## config.mk

```make
export PLATFORM = sky130hd
export DESIGN_NAME = fp_int2fp_seq
export DESIGN_NICKNAME = d
export VERILOG_FILES = /design/src/rtl/fp_int2fp_seq.sv
export SDC_FILE = /design/constraint.sdc
export NUM_CORES = 1
export LEC_CHECK = 0
export ABC_AREA = 1
export BUFFER_PORTS_ARGS = -buffer_cell sky130_fd_sc_hd__buf_2
export CAP_MARGIN = 20
export CORE_ASPECT_RATIO = 1.5
export CORE_MARGIN = 2
export CORE_UTILIZATION = 49
export DETAILED_ROUTE_END_ITERATION = 8
export GPL_TIMING_DRIVEN = 1
export HOLD_SLACK_MARGIN = 0.03
export PLACE_DENSITY = 0.74
export SYNTH_ARGS = -nofsm -noshare
export SYNTH_HDL_FRONTEND = slang
export SYNTH_SLANG_ARGS = --single-unit
export TNS_END_PERCENT = 30
```

## constraint.sdc

```tcl
create_clock -name clk -period 1.1 [get_ports clk]
set_input_delay 0.165 -clock clk [delete_from_list [all_inputs] [get_ports clk]]
set_output_delay 0.165 -clock clk [all_outputs]
set_load 0.02 [all_outputs]
```

## src/rtl/fp_int2fp_seq.sv

```systemverilog
// Sequential 12-bit two's-complement integer to 13-bit float (sign, 4-bit exp, 8-bit frac) converter.
// Define FP_I2F_ROUND_EN to round half up on the dropped magnitude bits instead of truncating.
module fp_int2fp_seq (
   input  logic        clk,
   input  logic        reset_n,
   input  logic        start,
   input  logic [11:0] din,
   output logic        ready,
   output logic        done,
   output logic        sign,
   output logic [3:0]  exp,
   output logic [7:0]  frac
);

   typedef enum logic {IDLE, NORM} state_t;

   state_t      state, state_d;
   logic [11:0] mag;
   logic [3:0]  exp_r;
   logic        sgn_r;
   logic [11:0] din_abs;
   logic        load, shift, finish;
   logic [3:0]  exp_n;
   logic [7:0]  frac_n;

   // -2048 negates to itself, which reads correctly as an unsigned magnitude of 0x800
   assign din_abs = din[11] ? (~din + 12'd1) : din;
   assign ready   = (state == IDLE);

`ifdef FP_I2F_ROUND_EN
   logic [8:0] rnd_sum;

   always_comb begin
      rnd_sum = {1'b0, mag[11:4]} + {8'd0, mag[3]};
      exp_n   = exp_r;
      frac_n  = rnd_sum[7:0];
      if (rnd_sum[8]) begin
         exp_n  = exp_r + 4'd1;
         frac_n = 8'h80;
      end
   end
`else
   always_comb begin
      exp_n  = exp_r;
      frac_n = mag[11:4];
   end
`endif

   always_comb begin
      state_d = state;
      load    = 1'b0;
      shift   = 1'b0;
      finish  = 1'b0;
      case (state)
         IDLE: begin
            if (start) begin
               load    = 1'b1;
               state_d = NORM;
            end
         end
         NORM: begin
            if (mag == 12'd0 || mag[11]) begin
               finish  = 1'b1;
               state_d = IDLE;
            end else begin
               shift = 1'b1;
            end
         end
         default: state_d = IDLE;
      endcase
   end

   always_ff @(posedge clk or negedge reset_n) begin
      if (!reset_n) state <= IDLE;
      else          state <= state_d;
   end

   // Results are only written on the finishing cycle, so they persist between conversions
   always_ff @(posedge clk or negedge reset_n) begin
      if (!reset_n) begin
         mag   <= 12'd0;
         exp_r <= 4'd0;
         sgn_r <= 1'b0;
         done  <= 1'b0;
         sign  <= 1'b0;
         exp   <= 4'd0;
         frac  <= 8'd0;
      end else begin
         done <= 1'b0;
         if (load) begin
            sgn_r <= din[11];
            mag   <= din_abs;
            exp_r <= 4'd12;
         end
         if (shift) begin
            mag   <= mag << 1;
            exp_r <= exp_r - 4'd1;
         end
         if (finish) begin
            done <= 1'b1;
            if (mag == 12'd0) begin
               sign <= 1'b0;
               exp  <= 4'd0;
               frac <= 8'd0;
            end else begin
               sign <= sgn_r;
               exp  <= exp_n;
               frac <= frac_n;
            end
         end
      end
   end

endmodule

```

# --- Yosys cells after proc, flatten, opt, wreduce, memory -nomap -nowiden ---
# Cells that the tools add are included.
word_totals:
  output_inout_bits: 15
  register_bits: 32
  in_bits: 15
  word_cells: 31
classes:
  n_mux: 16
  add_sub_neg: 2
  n_reduce_logical: 3
  bitwise: 2
op_table:
  columns: ["op", "n"]
  rows:
  - ["two-way mux 12 bit", 3]
  - ["adder 12 x 1 -> 12 bit, second input constant", 1]
  - ["zero test 12 bit", 1]
  - ["two-way mux 4 bit", 3]
  - ["inverter 12 bit", 1]
  - ["two-way mux 1 bit", 8]
  - ["two-way mux 8 bit", 1]
  - ["subtractor 4 x 1 -> 4 bit, second input constant", 1]
  - ["one-hot mux 1 bit (2 select lines)", 1]
  - ["nonzero test 2 bit", 1]
  - ["logical OR 1 bit", 1]
  - ["inverter 1 bit", 1]

# --- Depth between registers and ports, before layout ---
# Gate-level depths: netlist of run 1.
logic_depth:
  depth_word: 5
  mapped_depth: 9
  depth_no_buf: 9

# --- Worst setup path before layout of run 1 ---
# OpenSTA, ideal clock, no wires.
synth_timing:
  path_type: "register to register"
  from: "register state"
  to: "register mag[4]"
  t_arrival_ns: 1.196
  stages_incl_launch_ff: 8
  setup_ns: 0.125
  n_path_buf: 3
  path_slack_ns: -0.221
  required_ns: 0.975
  period_less_slack_ns: 1.321
  path_cell_list: "dfrtp_1 buf_2 inv_1 nand2_1 buf_4 buf_2 nand3_1 nand3_1"
synth_between:
  elab_chain_cells: 2
  elab_cells_between_ends: 4
  cone_classes: "mux: 3; reduce/logical: 1"
synth_rtl:
  columns: ["item", "line", "rtl"]
  rows:
  - ["start: declaration", "17", "state_t state, state_d;"]
  - ["start signal: assignment", "75", "else state <= state_d;"]
  - ["two-way mux 1 bit", "54", "case (state)"]
  - ["two-way mux 12 bit / nonzero test 2 bit (equally long branches)", null, null]
  - ["end signal: assignment", "92", "mag <= din_abs;"]
  - ["end signal: assignment", "96", "mag <= mag << 1;"]
  - ["end: declaration", "18", "logic [11:0] mag;"]
# Several ways; a longest one is shown, not always the timed one.
# A chain may end at the register's enable or synchronous reset.

# --- Worst setup path in the final report of run 1 ---
layout_timing:
  from: "register mag[7]"
  to: "register frac[3]"
layout_between:
  elab_chain_cells: 4
  elab_cells_between_ends: 5
  cone_classes: "mux: 3; reduce/logical: 2"
layout_rtl:
  columns: ["item", "line", "rtl"]
  rows:
  - ["zero test 12 bit", "62, 101", null]
  - ["logical OR 1 bit", "62", "if (mag == 12'd0 || mag[11]) begin"]
  - ["two-way mux 1 bit", "62", null]
  - ["two-way mux 1 bit", "54", null]
  - ["end signal: assignment", "108", "frac <= frac_n;"]
  - ["end: declaration", "12", "output logic [7:0] frac"]
# Several ways; a longest one is shown, not always the timed one.

==> results of run 1 <==
## worst paths after layout
kind                         start       end  slack [ns]  cells past startpoint
setup / recovery            mag[7]   frac[3]       -0.20                      9
hold / removal             din[10]   mag[10]        0.21                      4
setup reg to reg            mag[7]   frac[3]       -0.20                      9
hold reg to reg             exp[2]    exp[2]        0.46                      2
max in group asynchronous  reset_n     state        0.55                      3
min in group asynchronous  reset_n  exp_n[0]        0.36                      3
## state kept, by name (all words and copies together), names as in the netlist
signal / flops
done: 1
exp: 4
exp_n: 4
frac: 8
mag: 12
sgn_r: 1
sign: 1
state: 1
## placed cells by master, fill, tap and decap left out, types with 6 or more instances in the layout
cell type / count
nand2_1: 49
nand3_1: 43
buf_4: 35
dfrtp_1: 31
buf_2: 28
inv_1: 18
nor2_1: 12
nand4_1: 12
nand2_2: 11
o21ai_1: 6
## through the flow
step                      hold WS, ns  instance area (µm²)  cells  worst slack, ns
after detailed placement        0.128                 2160    321           -0.182
final                           0.206                 2330    329           -0.199
after floorplan                -0.131                 1710    221           -0.153
after global routing            0.221                 2330    329           -0.292
after CTS                       0.198                 2250    327           -0.189
after global placement          0.127                 2160    321           -0.139
## power breakdown
group          switching (mW)  leakage (nW)  internal, mW
Clock                   0.363        0.0359         0.406
Sequential              0.342         0.391          1.76
Combinational            1.97         0.821          1.75
## kinds of logic after synthesis
family                   count (synthesis)  share of synthesized area
AO/OA/AOI/OAI                           15                     0.0486
XOR/XNOR                                 3                     0.0155
adder cells (fa/ha/maj)                  2                     0.0147
buffers and inverters                   32                     0.0854
flip-flops                              32                      0.471
AND/OR/NAND/NOR                        137                      0.365
## critical path: cells and delay by family (launching register included)
family	cells	cell delay, ns
DFF	1	0.38
and+or+nand+nor	8	0.67
buffers and inverters	1	0.14
## what timing repair did
item | in CTS | in global routing
pin swaps | 2 | 6
hold buffers | 1 | 0
setup endpoints to repair | 32 | 33
setup buffers | 0 | 2
gates resized for setup | 9 | 22
endpoints found under the hold margin | 32 | 0
## routing by layer
metal,share of wire,GRT usage,vias up
li1,-,-,861
met1,0.40,0.245,791
met2,0.55,0.366,38
met3,0.038,0.0471,6
met4,0.015,0.108,0
met5,0,0,-
## area by class of cell
| class | count | area (µm²) | area share |
|---|---|---|---|
| timing repair buffer | 71 | 509 | 0.218 |
| clock buffer | 5 | 68.8 | 0.0295 |
| inverter | 22 | 85.1 | 0.0365 |
| sequential | 32 | 802 | 0.344 |
| tap | 42 | 52.6 | 0.0225 |
| multi-input combinational | 157 | 816 | 0.350 |
==> results.ini, run 1 <==
[run_status]
status = complete, but fails checks
violations = setup timing

[timing]
tightest_slew_ns = 0.293
rsz0062_at_grt = yes
setup_ws_ns = -0.199
tns_ns = -4.51
period_share = 1.18
finalHoldViolCount = 0
timing.fmax_mhz = 770
slew_violations = 0
layout_min_cycle_time_ns = 1.30
setup_viol_count_final = 30
fin_skew_ns = 0.00109
relSlewSlack = 0.803

[die]
die_x_um = 52.1
start_util = 0.507
placeableCoreArea_um2 = 3350
die_h_um = 76.1
row_count = 26
die_area_um2 = 3970
pin_count = 30

[layout]
area_delta_synth_final_pct = 37.2
final_util = 0.696
antenna-diode-count = 0
drive_gt1_frac = 0.355
num-nets-final = 306
n_fill_cell = 296

[hold_path]
hold_class = input pin to flip-flop

[synth]
seq_area_frac_synth = 0.471
yosysWarnings = 0
synthArstFlopShare = 1.00
syn_nets = 238
syn_area_um2 = 1700
synthDistinctLibCells = 24
syn_inst = 221
avgSynthCellArea_um2 = 7.69
synth_most_common_cell = nand2_1
synth_edf_count = 0
synth_top_cell_area_share = 0.471
ys_top_cells_by_area = dfrtp_1 47%, nand2_1 13%, nand3_1 13%
synth_ff_type = dfrtp_1
synth_common_cells = 60 x nand2_1, 45 x nand3_1, 32 x dfrtp_1
synth-seq-cells = 32
synth_area_leader_cell = dfrtp_1

[worst_setup_path]
worstPathRequired_ns = 1.27
cp_data_arrival_time_ns = 1.47
crit_slowest_cell = dfrtp_1
path_cells = nor2_1, nand2_1, nor2_2, nand2_2, nand2_2, nand2_4, buf_6, nand2_1, nand2_1
crit_type = flip-flop to flip-flop
cp-start-kind = flip-flop
critPathMaxFanout = 5
cpMostUsedCell = nand2_1
max_stage_delay_ns = 0.38
worstSetupEndpointType = flip-flop

[cts]
clock_sinks = 32
h-tree-depth = 2
cts_tree = done
cts.clk_slew.worst_paths_ns = 0.06
numCtsBuffers = 5
cts-root-buf = clkbuf_8
clock_latency_ns = 0.28
cts_buffer_depth = 2

[power]
p_total_mw = 6.59
p_per_area_nw_per_um2 = 2820
leakagePower_nw = 1.25
ir_drop_mv = 1.42

[placed_design]
numPortBuffers = 29
place_hpwl_um = 2890
gp_congestion = 0.777

[route]
drt-wirelength-per-cell_um = 11.6
totalWireLength_um = 3810
first_pass_iters = 4
postRouteAntennaNets = 0
drc = 0
drt-initial-drc-count = 41
vias = 1696
via_per_inst = 5.16

[global_route]
grt_usage = 0.216
grt_pass1_wl_um = 6530
first_global_vias = 1593
antenna_found_initial = 0
overflow = 0
grt_max_degree = 33

[run]
cap_viol_max_count = 0

Note: power is estimated with default switching activity, not from simulation.
==> inputs of run 2 (changes only) <==
--- a/config.mk
+++ b/config.mk
@@ -7,9 +7,9 @@
 export LEC_CHECK = 0
 export ABC_AREA = 1
 export BUFFER_PORTS_ARGS = -buffer_cell sky130_fd_sc_hd__buf_2
-export CAP_MARGIN = 20
+export CAP_MARGIN = 10
 export CORE_ASPECT_RATIO = 1.5
-export CORE_MARGIN = 2
+export CORE_MARGIN = 1
 export CORE_UTILIZATION = 49
 export DETAILED_ROUTE_END_ITERATION = 8
 export GPL_TIMING_DRIVEN = 1
==> run 2 against run 1 <==
Net effect: clock skew up 0.0075 ns; the run still ends with setup timing left; highest routed layer unchanged; die area shrank 6.4%; worst setup slack lost 0.031 ns; wire length increased by 4.0%; fmax fell by 2.3%; critical endpoint is now exp[1]; first-iteration DRC count increased by 17%.
==> results.ini, run 2 (synthesis gave the netlist of run 1 again) <==
[layout]
n_fill_cell = 278
antenna-diode-count = 0
drive_gt1_frac = 0.338
final_cell_mix = 56 x nand2_1, 41 x nand3_1, 36 x buf_4
multi_input_area_um2 = 810
num-nets-final = 304
layout.cells.non_filler = 327
final_common_cell = nand2_1
largest_reg_flops = 12
top_regs = mag x12, frac x8
area_delta_synth_final_pct = 35.7
seq_area_um2 = 802
regMostFlops = mag

[route]
routed.top_layer = met4
drt-wirelength-per-cell_um = 12.1
drt-met1-wl_um = 1560
postRouteAntennaNets = 0
drc = 0
dr_wl_met3_um = 137
drt-initial-drc-count = 48
first_pass_iters = 4
vias = 1694
wl_met2_um = 2200
via_per_inst = 5.18
totalWireLength_um = 3960

[global_route]
grt_usage = 0.236
grt_max_degree = 33
antenna_found_initial = 0
first_global_vias = 1554
overflow = 0
grt_pass1_wl_um = 6460

[timing]
period_share = 1.21
setup_viol_count_final = 31
layout_min_cycle_time_ns = 1.33
fin_skew_ns = 0.00855
setup_ws_ns = -0.230
finalHoldViolCount = 0
timing.fmax_mhz = 752
relSlewSlack = 0.731
slew_violations = 0
tightest_slew_ns = 0.404
rsz0062_at_grt = yes
tns_ns = -5.68

[cts]
clock_latency_ns = 0.29
h-tree-depth = 2
clock_sinks = 32
cts.clk_slew.worst_paths_ns = 0.07
cts-root-buf = clkbuf_8
cts_tree = done
cts_buffer_depth = 2
numCtsBuffers = 5

[placed_design]
place_hpwl_um = 2970
gp_congestion = 0.800
dp_cells = 314
numPortBuffers = 29

[worst_setup_path]
startpoint = mag[2]
path_cells = nor2_1, nand2_1, nor2_2, nand2_2, nand2_2, nand2_2, buf_12, nand2_1, o21ai_1
r2r-end = exp[1]
worstPathRequired_ns = 1.28
cp-endpoint = exp[1]
cp-start-kind = flip-flop
cpMostUsedCell = nand2_2
worst_r2r_startpoint = mag[2]
crit_slowest_cell = dfrtp_1
crit_type = flip-flop to flip-flop
worstSetupEndpointType = flip-flop
cp_data_arrival_time_ns = 1.51
max_stage_delay_ns = 0.37
reg2reg_depth = 9
critPathMaxFanout = 16
r2r_slack_ns = -0.23

[die]
die_x_um = 50.1
pin_count = 30
die_h_um = 74.1
row_count = 25
start_util = 0.528
die_area_um2 = 3710
placeableCoreArea_um2 = 3220

[run]
cap_viol_max_count = 0

[hold_path]
hold_class = input pin to flip-flop
hold_depth = 4

[run_status]
status = complete, but fails checks
violations = setup timing

[power]
p_per_area_nw_per_um2 = 2870
leakagePower_nw = 1.24
ir_drop_mv = 1.61

run 2: worst min-delay path by stage:
stage	start	end
after floorplan	reset_n	done
after global placement	reset_n	exp_n[1]
after detailed placement	reset_n	exp[1]
after CTS	din[10]	mag[10]
after global routing	din[10]	mag[10]
final	din[8]	mag[8]
run 2: power by group:
group / switching (mW) / total, mW / internal [mW]
clock network: 0.415 / 0.844 / 0.429
logic: 1.97 / 3.68 / 1.71
registers: 0.334 / 2.09 / 1.75
run 2: per-layer routing:
metal,global-route usage,up-vias
met2,0.456,36
met1,0.233,790
met3,0.0613,7
met4,0.0984,0
li1,-,861
met5,0,-
run 2: stage by stage:
| step | utilization | worst slack (ns) | hold slack [ns] | power, mW | area [µm²] |
|---|---|---|---|---|---|
| 6_report | 0.716 | -0.230 | 0.190 | 6.62 | 2310 |
| 2_1_floorplan | - | -0.153 | -0.131 | 4.01 | 1710 |
| 3_3_place_gp | 0.657 | -0.176 | 0.201 | 5.30 | 2120 |
| 3_5_place_dp | 0.657 | -0.237 | 0.210 | 5.41 | 2120 |
| 5_1_grt | 0.716 | -0.314 | 0.216 | 7.11 | 2310 |
| 4_1_cts | 0.701 | -0.210 | 0.187 | 6.46 | 2260 |
run 2: critical path: cells and delay by family, from the launching register on:
kind,cells,cell delay [ns]
AOI/OAI and AO/OA,1,0.06
buffers and inverters,1,0.15
DFF,1,0.37
and+or+nand+nor,7,0.62
run 2: what timing repair did:
action / 4_1_cts / 5_1_grt
setup buffers: 3 / 2
hold endpoints to repair: 32 / 0
resized for setup: 14 / 10
setup endpoints to repair: 33 / 33
hold buffers: 1 / 0
pin swaps: 1 / 4
run 2: final cells by class:
cell class	instances	area share
Inverter	22	0.0369
Multi-Input combinational cell	157	0.351
Timing Repair Buffer	69	0.209
Sequential cell	32	0.348
Clock buffer	6	0.0315
Clock inverter	1	0.00217
Tap cell	40	0.0217
==> inputs of run 3 (changes only) <==
--- a/config.mk
+++ b/config.mk
@@ -12,7 +12,7 @@
 export CORE_MARGIN = 1
 export CORE_UTILIZATION = 49
 export DETAILED_ROUTE_END_ITERATION = 8
-export GPL_TIMING_DRIVEN = 1
+export GPL_TIMING_DRIVEN = 0
 export HOLD_SLACK_MARGIN = 0.03
 export PLACE_DENSITY = 0.74
 export SYNTH_ARGS = -nofsm -noshare
==> run 3 against run 2 <==
Net effect: clock power decreased by 0.8%; first-iteration DRC count did not move; largest power group unchanged; sequential cell count stayed put; cell count shrank 4.9%; the run still ends with setup timing left; highest routed layer unchanged; non-clock buffer count is 17 lower; critical endpoint is now frac[3].
==> results.ini, run 3 (synthesis gave the netlist of run 1 again) <==
[run_status]
status = complete, but fails checks
violations = setup timing

[route]
vias = 1634
first_pass_iters = 4
via_per_inst = 5.25
drt-wirelength-per-cell_um = 12.8
drc = 0
drt-initial-drc-count = 48
postRouteAntennaNets = 0
totalWireLength_um = 3980

[cts]
cts_buffer_depth = 2
numCtsBuffers = 5
cts-root-buf = clkbuf_8
clock_sinks = 32
clock_latency_ns = 0.29
cts_tree = done
h-tree-depth = 2
cts.clk_slew.worst_paths_ns = 0.06

[worst_setup_path]
worstPathRequired_ns = 1.28
path_depth = 9
reg2reg_depth = 9
critPathBufInv = 2
cp-start-kind = flip-flop
crit_family = simple AND/OR/NAND/NOR gates
cp_data_arrival_time_ns = 1.56
max_stage_delay_ns = 0.41
critPathMaxFanout = 5
crit_slowest_cell = dfrtp_1
path_cells = inv_1, nand2_1, nor2_2, nand2_2, nand2_4, nand2_4, buf_6, nand2_2, nand2_1
crit_type = flip-flop to flip-flop
worstSetupEndpointType = flip-flop

[power]
leakagePower_nw = 1.17
p_total_mw = 6.32
p_per_area_nw_per_um2 = 2870
ir_drop_mv = 1.56

[global_route]
grt_max_degree = 33
grt_pass1_wl_um = 6580
grt_usage = 0.240
first_global_vias = 1483
overflow = 0
antenna_found_initial = 0

[layout]
antenna-diode-count = 0
n_fill_cell = 284
final_util = 0.683
num-nets-final = 288
final_common_cell = nand2_1
area_delta_synth_final_pct = 29.4
top_regs = mag x12, frac x8
final_cell_mix = 51 x nand2_1, 38 x nand3_1, 32 x dfrtp_1
largest_reg_flops = 12
layout.cells.non_filler = 311
regMostFlops = mag
drive_gt1_frac = 0.317

[die]
pin_count = 30
start_util = 0.528
placeableCoreArea_um2 = 3220
die_x_um = 50.1
die_area_um2 = 3710
die_h_um = 74.1
row_count = 25

[timing]
tns_ns = -6.70
whs_ns = 0.187
slew_violations = 0
setup_ws_ns = -0.279
rsz0062_at_grt = yes
relSlewSlack = 0.537
tightest_slew_ns = 0.694
timing.fmax_mhz = 725
period_share = 1.25
finalHoldViolCount = 0
setup_viol_count_final = 32
layout_min_cycle_time_ns = 1.38
fin_skew_ns = 0.00457

[hold_path]
hold_class = input pin to flip-flop
hold_depth = 3

[placed_design]
gp_congestion = 0.829
place_hpwl_um = 2700
dp_cells = 290
numPortBuffers = 29

[run]
cap_viol_max_count = 0

## run 3: cell types whose count changed in the layout (fill, tap and decap cells not counted), moves of 2 or more
cell,change
buf_12,-2
nand3_1,-3
o21ai_1,-4
nand2_2,+4
o21ai_0,+4
nand2_1,-5
nand3_2,+3
nand2_4,+2
buf_6,+6
buf_4,-24
## run 3: area by class of cell
type                    count  area [µm²]  area share
clock buffers               6        72.6      0.0330
clock inverters             1        5.00     0.00227
plain buffers              10        85.1      0.0387
inverters                  22        85.1      0.0387
flip-flops and latches     32         801       0.364
well taps                  40        50.0      0.0227
multi-input cells         158         843       0.383
repair buffers             42         259       0.118
## run 3: what timing repair did
item | 4_1_cts | 5_1_grt
pin swaps | 3 | 5
gates resized for setup | 15 | 22
buffers inserted | 8 | 2
hold buffers | 1 | 0
setup endpoints to repair | 33 | 33
cloned | 2 | 1
hold endpoints to repair | 32 | 0
## run 3: metrics by stage
step                      instance area [µm²]  worst slack (ns)
after detailed placement                 1910            -0.314
after floorplan                          1710            -0.153
after global routing                     2200            -0.333
final                                    2200            -0.279
after global placement                   1910            -0.306
after CTS                                2110            -0.241
## run 3: worst paths after layout
kind | slack, ns | endpoint | start
min in group asynchronous | 0.45 | exp[0] | reset_n
max in group asynchronous | 0.20 | frac[2] | reset_n
setup / recovery | -0.28 | frac[3] | mag[5]
hold / removal | 0.19 | mag[0] | din[0]
hold reg to reg | 0.48 | frac[2] | frac[2]
setup reg to reg | -0.28 | frac[3] | mag[5]
## run 3: per-layer routing
layer	global-route usage	vias to the layer above	wire (µm)
met4	0.133	0	89
met3	0.0532	8	126
met5	0	-	0
li1	-	827	-
met1	0.266	766	1620
met2	0.422	33	2150
## run 3: worst reg2reg max path, stage by stage, from the launching register on
cell and delay (ns):
dfrtp_1 0.41, inv_1 0.10, nand2_1 0.07, nor2_2 0.12
nand2_2 0.13, nand2_4 0.11, nand2_4 0.08, buf_6 0.14
nand2_2 0.05, nand2_1 0.05
## run 3: power by group
| part | switching (mW) | total [mW] | internal, mW |
|---|---|---|---|
| clock network | 0.408 | 0.837 | 0.429 |
| logic | 1.99 | 3.37 | 1.38 |
| registers | 0.360 | 2.11 | 1.75 |
